$ cat src/rtl/rf_cmd_ctrl.sv
// Command sequencer: turns UART RX byte frames (AA addr data / BB addr) into
// register-file writes and reads, and forwards read data to the UART TX.
module rf_cmd_ctrl #(
  parameter int DATA_WIDTH = 8,
  parameter int ADDR_WIDTH = 4,
  parameter int RD_TIMEOUT = 4
) (
  input  logic                  CLK,
  input  logic                  RST,
  input  logic [DATA_WIDTH-1:0] RX_P_DATA,
  input  logic                  RX_D_VLD,
  input  logic [DATA_WIDTH-1:0] RF_RdData,
  input  logic                  RF_RdData_Valid,
  input  logic                  TX_BUSY,
  output logic                  RF_WrEn,
  output logic                  RF_RdEn,
  output logic [ADDR_WIDTH-1:0] RF_Address,
  output logic [DATA_WIDTH-1:0] RF_WrData,
  output logic [DATA_WIDTH-1:0] TX_P_DATA,
  output logic                  TX_D_VLD,
  output logic                  CMD_ERR
);

  localparam logic [DATA_WIDTH-1:0] OP_WR = DATA_WIDTH'(8'hAA);
  localparam logic [DATA_WIDTH-1:0] OP_RD = DATA_WIDTH'(8'hBB);
  localparam int CNT_W = (RD_TIMEOUT > 1) ? $clog2(RD_TIMEOUT) : 1;
  localparam logic [CNT_W-1:0] CNT_LAST = CNT_W'(RD_TIMEOUT - 1);

  typedef enum logic [2:0] {
    IDLE    = 3'd0,
    WR_ADDR = 3'd1,
    WR_DATA = 3'd2,
    RD_ADDR = 3'd3,
    RD_WAIT = 3'd4,
    TX_SEND = 3'd5
  } state_t;

  state_t                state_r, state_s;
  logic [CNT_W-1:0]      cnt_r, cnt_s;
  logic                  wr_en_s, rd_en_s, tx_vld_s, err_s;
  logic [ADDR_WIDTH-1:0] addr_s;
  logic [DATA_WIDTH-1:0] wdata_s, txdata_s;
  logic                  addr_ok_s;

  // Upper address bits must be zero, otherwise the address byte is rejected.
  assign addr_ok_s = ((RX_P_DATA >> ADDR_WIDTH) == {DATA_WIDTH{1'b0}});

  // FSM state and read-timeout counter registers.
  always_ff @(posedge CLK or negedge RST) begin
    if (!RST) begin
      state_r <= IDLE;
      cnt_r   <= {CNT_W{1'b0}};
    end else begin
      state_r <= state_s;
      cnt_r   <= cnt_s;
    end
  end

  // Next-state and next-output decode.
  always_comb begin
    state_s  = state_r;
    cnt_s    = cnt_r;
    wr_en_s  = 1'b0;
    rd_en_s  = 1'b0;
    tx_vld_s = 1'b0;
    err_s    = 1'b0;
    addr_s   = RF_Address;
    wdata_s  = RF_WrData;
    txdata_s = TX_P_DATA;
    case (state_r)
      IDLE: begin
        if (RX_D_VLD) begin
          if (RX_P_DATA == OP_WR) begin
            state_s = WR_ADDR;
          end else if (RX_P_DATA == OP_RD) begin
            state_s = RD_ADDR;
          end else begin
            err_s = 1'b1;
          end
        end else begin
          state_s = IDLE;
        end
      end
      WR_ADDR, RD_ADDR: begin
        if (RX_D_VLD) begin
          if (!addr_ok_s) begin
            err_s   = 1'b1;
            state_s = IDLE;
          end else if (state_r == WR_ADDR) begin
            addr_s  = RX_P_DATA[ADDR_WIDTH-1:0];
            state_s = WR_DATA;
          end else begin
            addr_s  = RX_P_DATA[ADDR_WIDTH-1:0];
            rd_en_s = 1'b1;
            cnt_s   = {CNT_W{1'b0}};
            state_s = RD_WAIT;
          end
        end else begin
          state_s = state_r;
        end
      end
      WR_DATA: begin
        if (RX_D_VLD) begin
          wdata_s = RX_P_DATA;
          wr_en_s = 1'b1;
          state_s = IDLE;
        end else begin
          state_s = WR_DATA;
        end
      end
      RD_WAIT: begin
        // A byte landing here is dropped; the read keeps waiting.
        err_s = RX_D_VLD;
        if (RF_RdData_Valid) begin
          txdata_s = RF_RdData;
          state_s  = TX_SEND;
        end else if (cnt_r == CNT_LAST) begin
          err_s   = 1'b1;
          state_s = IDLE;
        end else begin
          cnt_s = cnt_r + CNT_W'(1);
        end
      end
      TX_SEND: begin
        err_s = RX_D_VLD;
        if (!TX_BUSY) begin
          tx_vld_s = 1'b1;
          state_s  = IDLE;
        end else begin
          state_s = TX_SEND;
        end
      end
      default: begin
        state_s = IDLE;
      end
    endcase
  end

  // Registered outputs.
  always_ff @(posedge CLK or negedge RST) begin
    if (!RST) begin
      RF_WrEn    <= 1'b0;
      RF_RdEn    <= 1'b0;
      RF_Address <= {ADDR_WIDTH{1'b0}};
      RF_WrData  <= {DATA_WIDTH{1'b0}};
      TX_P_DATA  <= {DATA_WIDTH{1'b0}};
      TX_D_VLD   <= 1'b0;
      CMD_ERR    <= 1'b0;
    end else begin
      RF_WrEn    <= wr_en_s;
      RF_RdEn    <= rd_en_s;
      RF_Address <= addr_s;
      RF_WrData  <= wdata_s;
      TX_P_DATA  <= txdata_s;
      TX_D_VLD   <= tx_vld_s;
      CMD_ERR    <= err_s;
    end
  end

endmodule

$ cat config.mk
export PLATFORM = sky130hd
export DESIGN_NAME = rf_cmd_ctrl
export DESIGN_NICKNAME = d
export VERILOG_FILES = /design/src/rtl/rf_cmd_ctrl.sv
export SDC_FILE = /design/constraint.sdc
export NUM_CORES = 1
export LEC_CHECK = 0
export BUFFER_PORTS_ARGS = -buffer_cell sky130_fd_sc_hd__buf_4
export CELL_PAD_IN_SITES_DETAIL_PLACEMENT = 1
export CELL_PAD_IN_SITES_GLOBAL_PLACEMENT = 1
export CORE_ASPECT_RATIO = 2
export CORE_MARGIN = 2
export CORE_UTILIZATION = 41
export DETAILED_ROUTE_END_ITERATION = 12
export PLACE_DENSITY = 0.79
export SETUP_SLACK_MARGIN = 0.15
export SLEW_MARGIN = 10
export SYNTH_ARGS = -nofsm -noshare
export SYNTH_HDL_FRONTEND = slang
export SYNTH_SLANG_ARGS = --single-unit
$ cat constraint.sdc
create_clock -name CLK -period 2.94 [get_ports CLK]
set_input_delay 0.588 -clock CLK [delete_from_list [all_inputs] [get_ports CLK]]
set_output_delay 0.588 -clock CLK [all_outputs]
set_load 0.02 [all_outputs]
==> out/summary.txt, run 1 <==
most frequent cell after synthesis = dfrtp_1
post-synthesis cell count = 92
cts hold-fix bufs = 0
vias in the first global route = 1,120
Remaining Overflow, GRT = 0
FILL cells = 320
Ports = 45
most used flip-flop cell after synthesis = dfrtp_1
# setup viols final = 0
pin count of the biggest net entering global routing = 30
initial antenna violation count = 0
GRT Overall Usage = 0.187
post-layout min period = 1.91 ns
DRC viols = 0
Hold Vio Cnt, Final = 0
VDD IR max = 569 µV
reg-to-reg slack, setup = 1.03 ns
placeable core area = 2980 µm²
Worst EP required = 3.10 ns
Worst path slowest cell = dfrtp_1
DRT Pass-1 Iters = 2
Worst path top cell family by delay = simple AND/OR/NAND/NOR gates
CTS tree = built
Reg clk slew, reported paths = 0.06 ns
fin nets = 163
CP Launch Type = flip-flop
crit path DAT = 2.08 ns
WHS = 0.213 ns
async set-reset flop share out of synthesis = 1.00
max frequency = 523 MHz
TritonCTS Sinks = 29
status = complete, no violations
setup bufs post-CTS = 0
Wirelength per Cell = 17.5 µm
Max-slew headroom = 0.552
setup_tns = 0 ns
crit path max fanout = 10
crit-path max cell delay = 0.57 ns
ordered cell list for the critical path = or4b_4 -> nor3_4 -> nand2_4 -> mux2_4
Crit. End Element = flip-flop
Worst-Margin Slew = 0.663 ns
die area = 3620 µm²
Buffers & Inverters on Critical Path = 0
syn nets = 114
Final Wtd Congestion = 0.887
FP Rows = 28
Yosys cell types = 32
via count = 950
Post-Place Worst Slack = 0.889 ns
leading area contributor after synthesis = dfrtp_1
CTS root buf = clkbuf_8
Initial Util = 0.432
worst skew pair latency = 0.28 ns
YS warnings = 0
Post-DRT Antenna Nets = 0
Routed Wire Length = 3.01 mm
H-tree Lvls = 2
Syn Area/Cell = 14.0 µm²
Mapped Area = 1280 µm²
first-pass GRT wire length = 5.01 mm
register area = 726 µm²
final worst path period share = 0.651
M1 WL = 953 µm
number of port buffers = 44
post-CTS resize count = 0
R2R cell count = 4
skew final = 0.00718 ns
worst r2r dst = RF_Address[1]$_DFFE_PN0P_
Slew Viols, Final = 0
synthesis-to-finish area growth = 33.8%
Post-DP HPWL = 2.37 mm
Iter 0 DRT Violations = 16
RSZ-0062 raised after global routing = false
met2 wire length = 1.76 mm
setup ws final = 1.03 ns
CTS Buf Count = 5
die width = 43.6 µm
footprint of the multi-input gates = 536 µm²
Inserted Diodes = 0
main area contributors after synthesis = dfrtp_1 (56%), mux2_2 (14%), mux2_4 (4.7%), mux2i_1 (2.3%), nor4b_4 (1.9%)
Clock Path Buffers = 2
Post-synth EDFFs = 0
register bit count reported by yosys = 29
Synth top cells by count = dfrtp_1 (29), mux2_2 (16), nor2_1 (6)
reg2reg start = state_r[0]$_DFFE_PN0P_
post-synth top area share = 0.565
final core utilization = 0.577
share of layout cells above drive strength 1 = 0.542
P per Cell Area = 942 nW/µm²
via/cell ratio = 5.52
beginning of the critical path = state_r[0]$_DFFE_PN0P_
Max Used Layer = met4
met3 wire length = 231 µm
Max-Cap Viols = 0
Power, Total = 1.62 mW
register area share after synthesis = 0.565
Hold WC Path Type = in -> async
WS Path Type = reg -> reg
Die H = 83.2 µm
Pleak = 0.848 nW
layout make-up:
class / instances / share of cell area
tap: 30 / 0.0218
multi-input combinational: 59 / 0.311
sequential: 29 / 0.422
clock buffer: 6 / 0.0422
clock inverter: 2 / 0.00582
timing repair buffer: 44 / 0.192
inverter: 2 / 0.00437
kinds of logic after synthesis:
group / count (synthesis) / share of synthesized area
flops: 29 / 0.565
simple gates: 25 / 0.143
mux: 23 / 0.210
compound gates: 9 / 0.0467
buf+inv: 4 / 0.0185
xor+xnor: 1 / 0.00682
fa+ha+maj: 1 / 0.00974
through the flow:
step / area, µm² / cells
after floorplan: 1280 / 92
after global placement: 1640 / 164
after detailed placement: 1640 / 164
after CTS: 1720 / 172
after global routing: 1720 / 172
final: 1720 / 172
registers in the layout, summed over array words and instances (netlist names):
register,cells
RF_Address,4
CMD_ERR,1
state_r,3
RF_RdEn,1
TX_P_DATA,8
RF_WrEn,1
TX_D_VLD,1
RF_WrData,8
cnt_r,2
cells in the final DEF (no fill, tap or decap), drive strengths merged:
cell type	instances
mux2	20
and2	2
a221oi	1
nor4bb	1
o22ai	1
dfrtp	29
a31o	1
clkinv	2
nor4b	2
nor3b	1
inv	2
or3b	1
xnor2	1
o31a	1
nor3	2
nand4	1
ha	1
buf	44
nor2	6
mux2i	3
o21ai	1
or2b	1
a211oi	1
or3	1
clkbuf	6
or4b	1
nor4	2
nand2	4
a21oi	3
report_power, final:
part	total [mW]	leakage (nW)	internal, mW	switching, mW
Combinational	0.652	0.433	0.333	0.319
Sequential	0.657	0.370	0.549	0.107
Clock	0.311	0.0450	0.163	0.148
routing by layer:
metal / global-route usage / vias up
met2: 0.337 / 43
li1: - / 431
met3: 0.0587 / 7
met4: 0.105 / 0
met1: 0.169 / 469
met5: 0 / -
how the worst max path moves through the flow:
stage / endpoint / slack, ns / cells after the start
after floorplan: RF_Address[0]$_DFFE_PN0P_ / 1.10 / 4
after global placement: RF_Address[2]$_DFFE_PN0P_ / 0.93 / 5
after detailed placement: RF_Address[2]$_DFFE_PN0P_ / 0.89 / 5
after CTS: RF_Address[1]$_DFFE_PN0P_ / 1.02 / 4
after global routing: TX_P_DATA[2]$_DFFE_PN0P_ / 0.90 / 4
final: RF_Address[1]$_DFFE_PN0P_ / 1.03 / 4
worst register-to-register path, stage by stage, from the launching register on:
cell and delay [ns]:
dfrtp_1 0.57, or4b_4 0.53, nor3_4 0.26, nand2_4 0.13, mux2_4 0.31
(Power assumes the default switching activity.)
==> run 2: changes to the inputs <==
ABC_AREA = 1   (was default)
CORE_UTILIZATION = 35   (was 41)
PLACE_DENSITY = 0.73   (was 0.79)
clock period = 1.85 ns   (was 2.94 ns; I/O delays follow)
==> run 2 against run 1 <==
Against the previous run: sequential share of layout area down 2.7 points; register-to-register slack got worse by 0.48 ns; non-clock buffer count unchanged; sequential power grew 47%; global-route usage down 0.46 points; die area up 22%; core utilization shrank 8.9 points; clock power grew 84%; power grew 57%; largest cell class unchanged.
==> out/summary.txt, run 2 <==
Yosys cell types = 18 (-44%)
Synth top cells by count = nand2_1 (68), dfrtp_1 (29), nor2_1 (14)
setup bufs post-CTS = 0 (unchanged)
Post-DRT Antenna Nets = 0 (unchanged)
placed insts = 260 (+59%)
post-synthesis cell count = 166 (+80%)
final non-filler cell total = 268 (+56%)
first-pass GRT wire length = 5.80 mm (+16%)
Clock Path Buffers = 2 (unchanged)
VDD IR max = 695 µV (+22%)
post-layout min period = 1.30 ns (-0.609 ns)
fin nets = 238 (+46%)
commonest non-fill, non-tap cell in the layout = nand2_1
skew final = 0.00334 ns (-0.00384 ns)
Iter 0 DRT Violations = 21 (+5)
Mapped Area = 1350 µm² (+5.3%)
Worst-Margin Slew = 0.384 ns (-0.280 ns)
CP Launch Type = flip-flop
Worst EP required = 2.02 ns (-1.08 ns)
Inserted Diodes = 0 (unchanged)
worst skew pair latency = 0.28 ns (about the same)
main area contributors after synthesis = dfrtp_1 (54%), nand2_1 (19%), nor2_1 (3.9%), o21ai_2 (3.9%), inv_1 (3.6%)
Die H = 91.9 µm (+11%)
max frequency = 767 MHz (+47%)
Wirelength per Cell = 13.0 µm (-26%)
via count = 1,245 (+31%)
Post-DP HPWL = 2.72 mm (+15%)
async set-reset flop share out of synthesis = 1.00 (unchanged)
placeable core area = 3760 µm² (+26%)
share of layout cells above drive strength 1 = 0.341 (-0.201)
# setup viols final = 0 (unchanged)
Placed Area = 1740 µm² (+6.0%)
syn nets = 188 (+65%)
CTS tree = built
initial antenna violation count = 0 (unchanged)
register bit count reported by yosys = 29 (unchanged)
RSZ-0062 raised after global routing = false
cts hold-fix bufs = 0 (unchanged)
P per Cell Area = 1380 nW/µm² (+47%)
WHS = 0.0158 ns (-0.197 ns)
crit path DAT = 1.47 ns (-0.61 ns)
fin area = 1840 µm² (+6.8%)
FP Rows = 32 (+14%)
Buffers & Inverters on Critical Path = 0 (unchanged)
FILL cells = 500 (+56%)
switch share = 0.381 (+0.0261)
number of port buffers = 44 (unchanged)
final worst path period share = 0.705 (+0.0542)
Reg clk slew, reported paths = 0.06 ns (about the same)
most frequent CP cell = nand2_1
share of power burned in registers = 0.380 (-0.025)
Crit. End Element = flip-flop
leading area contributor after synthesis = dfrtp_1
Hold Vio Cnt, Final = 0 (unchanged)
most used flip-flop cell after synthesis = dfrtp_1
via/cell ratio = 4.65 (-16%)
CTS Buf Count = 5 (unchanged)
Post-Place Worst Slack = 0.503 ns (-0.386 ns)
ordered cell list for the critical path = nor2_4 -> nand2_1 -> nor2_2 -> nand2_1 -> nand3_1 -> nand2_1
setup ws final = 0.545 ns (-0.481 ns)
post-synth top area share = 0.537 (-0.0282)
pin count of the biggest net entering global routing = 30 (unchanged)
final core utilization = 0.488 (-0.0893)
Max-slew headroom = 0.744 (+0.193)
WS Path Type = reg -> reg
most frequent cells in the layout = nand2_1 (68), buf_4 (44), dfrtp_1 (29), nor2_1 (14), inv_1 (13)
Ports = 45 (unchanged)
vias in the first global route = 1,305 (+17%)
Pleak = 1.02 nW (+21%)
Remaining Overflow, GRT = 0 (unchanged)
crit path max fanout = 7 (-3)
H-tree Lvls = 2 (unchanged)
Hold WC Path Type = in -> async
Largest regs = RF_WrData: 8 flops, TX_P_DATA: 8 flops, RF_Address: 4 flops
DRC viols = 0 (unchanged)
Final Wtd Congestion = 0.777 (-12%)
status = complete, no violations
register area share after synthesis = 0.537 (-0.0282)
die width = 48.0 µm (+10%)
YS warnings = 0 (unchanged)
Post-synth EDFFs = 0 (unchanged)
TritonCTS Sinks = 29 (unchanged)
DRT Pass-1 Iters = 5 (+3)
setup_tns = 0 ns (unchanged)
internal power = 1.57 mW (+50%)
Syn Area/Cell = 8.15 µm² (-42%)
post-CTS resize count = 0 (unchanged)
Clock Power Share = 0.225 (+0.033)
CTS root buf = clkbuf_8
synthesis-to-finish area growth = 35.8%
Comb pwr share = 0.395 (-0.008)
Worst path top cell family by delay = simple AND/OR/NAND/NOR gates
R2R cell count = 6 (+2)
Initial Util = 0.359 (-0.0721)
WP depth = 6 (+2)
Power, Total = 2.54 mW (+57%)
Max-Cap Viols = 0 (unchanged)
crit-path max cell delay = 0.48 ns (-0.09 ns)
Worst path slowest cell = dfrtp_1
die area = 4410 µm² (+22%)
GRT Overall Usage = 0.182 (-0.00459)
Routed Wire Length = 3.48 mm (+15%)
most frequent cell after synthesis = nand2_1
P_sw = 0.966 mW (+68%)
Slew Viols, Final = 0 (unchanged)
run 2: changes by cell type in the layout (fill, tap and decap cells not counted), moves of 6 or more:
| cell | before | now |
|---|---|---|
| o21ai_2 | 0 | 6 |
| nor2_1 | 6 | 14 |
| inv_1 | 2 | 13 |
| mux2_2 | 16 | 0 |
| o21ai_0 | 1 | 7 |
| nand2_1 | 3 | 68 |
| nand2_2 | 0 | 6 |
run 2: final cells by class:
| type | count | area, µm² | area share |
|---|---|---|---|
| Clock inverter | 1 | 5.00 | 0.00272 |
| Inverter | 17 | 63.8 | 0.0347 |
| Sequential cell | 29 | 726 | 0.395 |
| Tap cell | 51 | 63.8 | 0.0347 |
| Clock buffer | 7 | 96.3 | 0.0525 |
| Multi-Input combinational cell | 119 | 552 | 0.300 |
| Timing Repair Buffer | 44 | 330 | 0.180 |
run 2: cell families (layout without fill, tap and decap cells):
group,Yosys count,count (layout),synth area share
buffers and inverters,18,69,0.0555
adder cells (fa/ha/maj),1,1,0.00925
AO/OA/AOI/OAI,18,18,0.0833
flip-flops,29,29,0.537
AND/OR/NAND/NOR,100,100,0.315
run 2: routing by layer:
metal	track usage	vias to the layer above	wire length [µm]
met1	0.210	593	1330
met4	0.0923	0	80
met3	0.0354	8	190
met5	0	-	0
li1	-	608	-
met2	0.298	36	1870
run 2: worst paths after layout:
path / from / endpoint / slack, ns
max reg2reg: state_r[1]$_DFFE_PN0P_ / state_r[2]$_DFFE_PN0P_ / 0.55
min in group CLK: TX_BUSY / TX_D_VLD$_DFF_PN0_ / 0.25
max in group asynchronous: RST / TX_P_DATA[2]$_DFFE_PN0P_ / 1.56
max: state_r[1]$_DFFE_PN0P_ / state_r[2]$_DFFE_PN0P_ / 0.55
min reg2reg: RF_WrData[7]$_DFFE_PN0P_ / RF_WrData[7]$_DFFE_PN0P_ / 0.48
min: RST / RF_WrData[6]$_DFFE_PN0P_ / 0.02
run 2: worst reg2reg max path, delay by kind of cell, from the launching register on:
| kind | cells | cell delay (ns) |
|---|---|---|
| flip-flops | 1 | 0.48 |
| AND/OR/NAND/NOR | 6 | 0.73 |
run 2: power groups by stage:
stage / sequential, mW / combinational [mW] / clock, mW
global route: 0.991 / 1.11 / 0.615
finish: 0.964 / 1.00 / 0.572
CTS: 0.967 / 1.02 / 0.593
detailed placement: 0.978 / 1.02 / 0
floorplan: 1.18 / 0.388 / 0
global placement: 0.968 / 0.990 / 0
==> run 3: changes to the inputs <==
CORE_UTILIZATION = 32   (was 35)
PLACE_DENSITY = 0.71   (was 0.73)
clock period = 1.2 ns   (was 1.85 ns; I/O delays follow)
==> run 3 against run 2 <==
Against the previous run: the run now ends with negative setup slack left; sequential power grew 61%; core utilization grew 9.8 points; routed wire length grew 44%; hold slack gained 0.11 ns; worst setup slack lost 0.62 ns.
==> out/summary.txt, run 3 (synthesis results as in run 2) <==
switch share = 0.383 (+0.00240)
internal power = 3.10 mW (+97%)
Clock Power Share = 0.181 (-0.044)
Post-DP HPWL = 3.05 mm (+12%)
pin count of the biggest net entering global routing = 30 (unchanged)
Slew Viols, Final = 0 (unchanged)
skew final = 0.00516 ns (+0.00182 ns)
status = finished with violations
Buffers & Inverters on Critical Path = 2 (+2)
Worst-Margin Slew = 0.392 ns (+0.00840 ns)
CTS Buf Count = 5 (unchanged)
GRT Overall Usage = 0.200 (+0.0183)
Hold Vio Cnt, Final = 0 (unchanged)
Worst Hold Path Cells = 2
# setup viols final = 22 (+22)
Inserted Diodes = 0 (unchanged)
setup ws final = -0.0741 ns (-0.620 ns)
WS Path Type = reg -> reg
Iter 0 DRT Violations = 13 (-38%)
max frequency = 785 MHz (+2.4%)
post-layout min period = 1.27 ns (-0.0304 ns)
worst skew pair latency = 0.28 ns (about the same)
via/cell ratio = 4.80 (+3.3%)
P_sw = 1.93 mW (+99%)
failing checks = negative setup slack
R2R cell count = 7 (+1)
DRT Pass-1 Iters = 4 (-1)
most frequent CP cell = nor2_4
Post-DRT Antenna Nets = 0 (unchanged)
crit path max fanout = 14 (+7)
synthesis-to-finish area growth = 77.2%
Worst path top cell family by delay = flip-flops
first-pass GRT wire length = 7.13 mm (+23%)
share of layout cells above drive strength 1 = 0.580 (+0.239)
P per Cell Area = 2100 nW/µm² (+52%)
Die H = 95.9 µm (+4.4%)
number of port buffers = 44 (unchanged)
Hold WC Path Type = in -> reg
VDD IR max = 1020 µV (+47%)
Ports = 45 (unchanged)
DRC viols = 0 (unchanged)
CP Launch Type = flip-flop
CTS root buf = clkbuf_8
die area = 4790 µm² (+8.8%)
crit path DAT = 1.45 ns (-0.02 ns)
Crit. End Element = flip-flop
Wirelength per Cell = 16.3 µm (+26%)
Comb pwr share = 0.511 (+0.116)
Remaining Overflow, GRT = 0 (unchanged)
ordered cell list for the critical path = buf_4 -> nor2_4 -> nand2_4 -> nor2_4 -> inv_6 -> nand2_1 -> o21ai_2
CTS tree = built
Worst EP required = 1.37 ns (-0.65 ns)
setup_tns = -1.01 ns (-1.01 ns)
FP Rows = 33 (+3.1%)
vias in the first global route = 1,598 (+22%)
final worst path period share = 1.06 (+0.357)
share of power burned in registers = 0.308 (-0.072)
WP depth = 7 (+1)
Final Wtd Congestion = 0.968 (+25%)
TritonCTS Sinks = 29 (unchanged)
Clock Path Buffers = 2 (unchanged)
Initial Util = 0.331 (-0.0285)
commonest non-fill, non-tap cell in the layout = buf_4
placeable core area = 4090 µm² (+8.6%)
Largest regs = RF_WrData: 8 flops, TX_P_DATA: 8 flops, RF_Address: 4 flops
die width = 50.0 µm (+4.2%)
crit-path max cell delay = 0.45 ns (-0.03 ns)
Pleak = 1.27 nW (+24%)
Routed Wire Length = 5.02 mm (+44%)
initial antenna violation count = 0 (unchanged)
FILL cells = 489 (-2.2%)
Max-Cap Viols = 0 (unchanged)
fin nets = 276 (+16%)
Worst path slowest cell = dfrtp_2
Reg clk slew, reported paths = 0.07 ns (about the same)
via count = 1,473 (+18%)
H-tree Lvls = 2 (unchanged)
Max-slew headroom = 0.739 (-0.00560)
RSZ-0062 raised after global routing = true
Post-Place Worst Slack = -0.0617 ns (-0.565 ns)
most frequent cells in the layout = buf_4 (53), nand2_1 (44), dfrtp_1 (26), buf_6 (26), nand2_2 (23)
[run 3: metrics by stage]
step / total power [mW] / hold slack, ns / instances / utilization / cell area [µm²]
6_report: 5.02 / 0.130 / 307 / 0.586 / 2400
3_5_place_dp: 3.17 / 0.194 / 267 / 0.438 / 1790
4_1_cts: 4.59 / 0.118 / 295 / 0.539 / 2200
3_3_place_gp: 3.10 / 0.184 / 267 / 0.438 / 1790
5_1_grt: 5.28 / 0.125 / 307 / 0.586 / 2400
2_1_floorplan: 2.43 / -0.0556 / 166 / - / 1360
[run 3: metal layers]
metal | up-vias | part of all wire | track usage
li1 | 688 | - | -
met1 | 732 | 0.31 | 0.180
met2 | 38 | 0.62 | 0.399
met3 | 15 | 0.032 | 0.0388
met4 | 0 | 0.037 | 0.113
met5 | - | 0 | 0
[run 3: worst paths after layout]
| path | start | end | slack (ns) |
|---|---|---|---|
| worst max-delay path | state_r[0]$_DFFE_PN0P_ | RF_WrData[1]$_DFFE_PN0P_ | -0.07 |
| worst min-delay path | TX_BUSY | TX_D_VLD$_DFF_PN0_ | 0.13 |
| worst max register to register | state_r[0]$_DFFE_PN0P_ | RF_WrData[1]$_DFFE_PN0P_ | -0.07 |
| worst min register to register | RF_WrData[4]$_DFFE_PN0P_ | RF_WrData[4]$_DFFE_PN0P_ | 0.54 |
| max in group asynchronous | RST | state_r[1]$_DFFE_PN0P_ | 0.48 |
| min in group asynchronous | RST | TX_P_DATA[1]$_DFFE_PN0P_ | 0.41 |
[run 3: worst reg2reg max path: cells and delay by family (launching register included)]
family          cells  cell delay, ns
compound gates      1            0.06
buf+inv             2            0.25
flops               1            0.45
simple gates        4            0.41
[run 3: power groups by stage]
stage / registers [mW] / clock network [mW] / logic [mW]
after floorplan: 1.82 / 0 / 0.608
after global placement: 1.49 / 0 / 1.60
after detailed placement: 1.51 / 0 / 1.66
after CTS: 1.53 / 0.910 / 2.14
after global routing: 1.57 / 0.970 / 2.74
final: 1.55 / 0.910 / 2.57
[run 3: repair_timing]
item | in CTS | in global routing
hold endpoints to repair | 29 | 0
resized for setup | 50 | 34
gates cloned | 1 | 0
buffers inserted | 18 | 12
hold buffers | 1 | 0
setup endpoints to repair | 47 | 52
pin swaps | 26 | 22
[run 3: cell type report]
type / instances / area (µm²) / area share
Clock buffer: 7 / 96.3 / 0.0402
Clock inverter: 1 / 5.00 / 0.00209
Inverter: 17 / 73.8 / 0.0308
Multi-Input combinational cell: 120 / 711 / 0.297
Sequential cell: 29 / 729 / 0.304
Tap cell: 52 / 65.1 / 0.0272
Timing Repair Buffer: 81 / 716 / 0.299
